### src/rtl/tx_packet.sv
// tx_packet: serialises an 8-byte framed packet over a UART-style line
// (8N1, LSB first, no inter-byte gap).
// Packet: STX, {0,addr}, tx_data bytes LSB first, byte6, ETX.
// Optional macro TX_CHECKSUM_EN: when defined, byte6 is the XOR of bytes 1..5.
// Otherwise byte6 is 8'h00.
module tx_packet #(
  parameter int unsigned BIT_CYCLES = 2604,
  parameter logic [7:0]  STX        = 8'h02,
  parameter logic [7:0]  ETX        = 8'h03
) (
  input  logic        clk,
  input  logic        rst,
  input  logic        tx_start,
  input  logic [6:0]  addr,
  input  logic [31:0] tx_data,
  output logic        data_out,
  output logic        busy,
  output logic        done
);

  localparam int unsigned CntW = (BIT_CYCLES > 1) ? $clog2(BIT_CYCLES) : 1;
  localparam logic [CntW-1:0] BaudLast = CntW'(BIT_CYCLES - 1);

  typedef enum logic [2:0] {
    StIdle,
    StStartBit,
    StDataBits,
    StStopBit,
    StDone
  } state_e;

  state_e          r_state, w_state_next;
  logic [CntW-1:0] r_baud_cnt, w_baud_next;
  logic [2:0]      r_bit_cnt, w_bit_next;
  logic [2:0]      r_byte_cnt, w_byte_next;
  logic [6:0]      r_addr, w_addr_next;
  logic [31:0]     r_data, w_data_next;

  logic            w_bit_end;
  logic            w_accept;
  logic [7:0]      w_byte6;
  logic [7:0]      w_cur_byte;

  assign w_bit_end = (r_baud_cnt == BaudLast);
  // Requests are only taken when the line is free; DONE counts as free.
  assign w_accept  = tx_start && ((r_state == StIdle) || (r_state == StDone));

  // Select the byte currently on the wire from the latched request.
  always_comb begin
    w_byte6 = 8'h00;
`ifdef TX_CHECKSUM_EN
    w_byte6 = {1'b0, r_addr} ^ r_data[7:0] ^ r_data[15:8] ^ r_data[23:16] ^ r_data[31:24];
`endif
    w_cur_byte = STX;
    unique case (r_byte_cnt)
      3'd0: w_cur_byte = STX;
      3'd1: w_cur_byte = {1'b0, r_addr};
      3'd2: w_cur_byte = r_data[7:0];
      3'd3: w_cur_byte = r_data[15:8];
      3'd4: w_cur_byte = r_data[23:16];
      3'd5: w_cur_byte = r_data[31:24];
      3'd6: w_cur_byte = w_byte6;
      3'd7: w_cur_byte = ETX;
      default: w_cur_byte = STX;
    endcase
  end

  // State, counter and request registers; reset aborts any packet in flight.
  always_ff @(posedge clk or negedge rst) begin
    if (!rst) begin
      r_state    <= StIdle;
      r_baud_cnt <= '0;
      r_bit_cnt  <= '0;
      r_byte_cnt <= '0;
      r_addr     <= '0;
      r_data     <= '0;
    end else begin
      r_state    <= w_state_next;
      r_baud_cnt <= w_baud_next;
      r_bit_cnt  <= w_bit_next;
      r_byte_cnt <= w_byte_next;
      r_addr     <= w_addr_next;
      r_data     <= w_data_next;
    end
  end

  // Next-state logic: baud counter wraps each bit, bit/byte counters step on wrap.
  always_comb begin
    w_state_next = r_state;
    w_baud_next  = r_baud_cnt;
    w_bit_next   = r_bit_cnt;
    w_byte_next  = r_byte_cnt;
    w_addr_next  = r_addr;
    w_data_next  = r_data;

    unique case (r_state)
      StIdle, StDone: begin
        w_state_next = StIdle;
        w_baud_next  = '0;
        w_bit_next   = '0;
        w_byte_next  = '0;
        if (w_accept) begin
          w_state_next = StStartBit;
          w_addr_next  = addr;
          w_data_next  = tx_data;
        end
      end
      StStartBit: begin
        if (w_bit_end) begin
          w_baud_next  = '0;
          w_bit_next   = '0;
          w_state_next = StDataBits;
        end else begin
          w_baud_next = r_baud_cnt + CntW'(1);
        end
      end
      StDataBits: begin
        if (w_bit_end) begin
          w_baud_next = '0;
          if (r_bit_cnt == 3'd7) begin
            w_state_next = StStopBit;
          end else begin
            w_bit_next = r_bit_cnt + 3'd1;
          end
        end else begin
          w_baud_next = r_baud_cnt + CntW'(1);
        end
      end
      StStopBit: begin
        if (w_bit_end) begin
          w_baud_next = '0;
          w_bit_next  = '0;
          if (r_byte_cnt == 3'd7) begin
            w_state_next = StDone;
          end else begin
            w_byte_next  = r_byte_cnt + 3'd1;
            w_state_next = StStartBit;
          end
        end else begin
          w_baud_next = r_baud_cnt + CntW'(1);
        end
      end
      default: w_state_next = StIdle;
    endcase
  end

  // Outputs decode straight from the state register so reset takes effect at once.
  always_comb begin
    data_out = 1'b1;
    busy     = 1'b0;
    done     = 1'b0;
    unique case (r_state)
      StStartBit: begin
        data_out = 1'b0;
        busy     = 1'b1;
      end
      StDataBits: begin
        data_out = w_cur_byte[r_bit_cnt];
        busy     = 1'b1;
      end
      StStopBit: begin
        busy = 1'b1;
      end
      StDone: begin
        done = 1'b1;
      end
      default: begin
        data_out = 1'b1;
      end
    endcase
  end

endmodule

### config.mk
export PLATFORM = sky130hd
export DESIGN_NAME = tx_packet
export DESIGN_NICKNAME = d
export VERILOG_FILES = /design/src/rtl/tx_packet.sv
export SDC_FILE = /design/constraint.sdc
export NUM_CORES = 1
export LEC_CHECK = 0
export BUFFER_PORTS_ARGS = -buffer_cell sky130_fd_sc_hd__buf_2
export CAP_MARGIN = 15
export CORE_UTILIZATION = 57
export DETAILED_ROUTE_END_ITERATION = 12
export PLACE_DENSITY_LB_ADDON = 0.25
export SYNTH_ARGS = -nofsm -noshare
export SYNTH_HDL_FRONTEND = slang
export SYNTH_SLANG_ARGS = --single-unit
export TNS_END_PERCENT = 30
### constraint.sdc
create_clock -name clk -period 2.89 [get_ports clk]
set_input_delay 0.578 -clock clk [delete_from_list [all_inputs] [get_ports clk]]
set_output_delay 0.578 -clock clk [all_outputs]
set_load 0.05 [all_outputs]
==> metrics.txt <==
fin. max-slew vios 0; Fin Hold WS 238.3 ps; IO Port Bufs 44; DRC viols 0; synthesized area per cell 11.29 µm²; Least-Margin Pin Slew 503.1 ps; drt pass-1 iters 5; count leader, synth dfrtp_1; total grt overflow 0; Finish-stage setup viols 1; total die area 5727 µm²; share of cells above drive strength 1 33.33%; total length of routed met2 wires 3088 µm; Routability Congestion 0.8740; Wirelength per Cell 16.52 µm; relative slew slack 66.46%; CTS sink count 60; Layout Area Growth over Synthesis 20.99%; FF-to-FF Start r_state[1]; Worst Clk Skew 7.448 ps; Max VDD drop 0.3706 mV; met3 routed WL 338 µm; CTS tree built; register bit total from synthesis 60; # IOs 45; DRT met1 WL 3078 µm; max layer used met4; pre-CTS WS -9.212 ps; Die Height 75.68 µm; number of hold buffers added after cts 0; DRT iter0 DRCs 148; kind of critical path reg -> out; Critical path origin r_byte_cnt[0]; DRT Wirelength 6607 µm; worst-case clock buffer depth 2; synth warn 0; Avg Vias per Cell 5.843; placed cells 382; fraction of the yosys area taken by sequential cells 48.52%; final cell count without fillers 400; failing checks setup timing; final instance area 3744 µm²; final setup margin -159.8 ps; vias in the first global route 2297; Rows 26; Final Power 1.757 mW; Post-synth EDFFs 0; diodes inserted 0; worst path required time 2310 ps; cts bufs inserted 9; chip width 75.68 µm; core area 5172 µm²; Syn Nets 325; max-cap viol count 0; Mapped Cells 274; Synth top area share 48.52%; HP Class in -> async; fin crit period 3050 ps; Netlist cell types 54; total track usage 26.63%; Synth area leaders dfrtp_1, mux2_1, mux2_2; unrepaired setup endpoints after global routing true; first-pass GRT wire length 10990 µm; CP max FO 4; Post-DP HPWL 4589 µm; nets@finish 376; Root Driver clkbuf_8; Hold Fails Final Rpt 0; period utilization 105.5%; Antenna Nets Post-Route 0; Worst Setup Start Kind register; synthesized area 3094 µm²; Main synth FF type dfrtp_1; Worst-Skew Late Latency 340 ps; synth cell count leaders dfrtp_1, mux2_1, nand2_1, mux2_2, nor2_1; Post-synth ARST share 100.0%; H-tree depth 3; number of antenna violations at the first check in global routing 0; Final Util 72.38%; PD cells 469.2 nW/µm²; CP endpoint kind output port; placed inst area 3410 µm²; status finished, violations left; fmax 0.3279 GHz; Clock transition at path regs 60 ps; worst endpoint data arrival time 2470 ps; Initial Util 59.82%; Yosys top cell by area dfrtp_1; pin count of the biggest net entering global routing 41; Leak 1.780 nW; TNS Setup -159.8 ps; vias post-DR 2337
[placed cells by master (no fill, tap or decap), types with 6 or more instances in the layout]
| master | count |
|---|---|
| dfrtp_1 | 60 |
| buf_2 | 43 |
| mux2_1 | 22 |
| nand2_1 | 18 |
| nor2_1 | 17 |
| mux2_2 | 17 |
| clkbuf_8 | 12 |
| buf_4 | 11 |
| a21oi_1 | 9 |
| nand3_1 | 9 |
| a22oi_1 | 8 |
| inv_1 | 6 |
| nor3_1 | 6 |
| xnor2_1 | 6 |
[where the power goes]
group	internal [mW]	switching, mW	leakage (nW)
Sequential	0.840	0	0.819
Combinational	0.0212	0.0227	0.839
Clock	0.553	0.320	0.122
[worst max-delay path: stages, from the launching register on]
cell	delay, ps
dfrtp_1	430
ha_2	220
ha_4	170
nor4_4	280
nand2_1	130
o211a_1	150
or4_4	430
a31oi_4	160
buf_6	180
[sequential cells by signal, indices dropped and copies added, names as in the netlist]
name	cells
r_bit_cnt	3
r_byte_cnt	3
r_addr	7
r_state	3
r_data	32
r_baud_cnt	12
[cell type report]
type | count | area (µm²)
multi-input combinational | 190 | 1560
fill | 379 | 1429
inverter | 8 | 30.03
timing repair buffer | 56 | 329.1
sequential | 60 | 1501
clock inverter | 4 | 70.07
clock buffer | 12 | 165.2
tap | 70 | 87.58
[routing by layer]
| layer | vias up | GRT usage (%) |
|---|---|---|
| met4 | 0 | 10.70 |
| met3 | 11 | 7.937 |
| met2 | 71 | 39.09 |
| met1 | 1145 | 37.21 |
| li1 | 1110 | - |
| met5 | - | 0 |
[kinds of logic after synthesis]
logic type,after synthesis,synth area share (%)
AOI/OAI and AO/OA,53,12.49
xor gates and xnor gates,8,2.265
adders and majority gates,9,3.639
buffers and inverters,24,4.043
DFF,60,48.52
muxes,40,14.52
and+or+nand+nor,80,14.52
[final timing paths]
check                           endpoint  slack (ps)  cells after the start
hold / removal                 r_addr[3]         240                      2
setup / recovery                data_out        -160                      8
min in group clk              r_data[18]         450                      2
setup reg to reg               r_data[8]         820                      4
hold reg to reg               r_data[17]         490                      1
max in group asynchronous  r_baud_cnt[3]        2310                      2
[timing repair]
item | CTS | global route
cloned | 0 | 0
buffers inserted | 2 | 0
resized for setup | 13 | 5
setup endpoints to repair | 1 | 1
pin swaps | 5 | 3
Power figures use the tool's default switching activity.
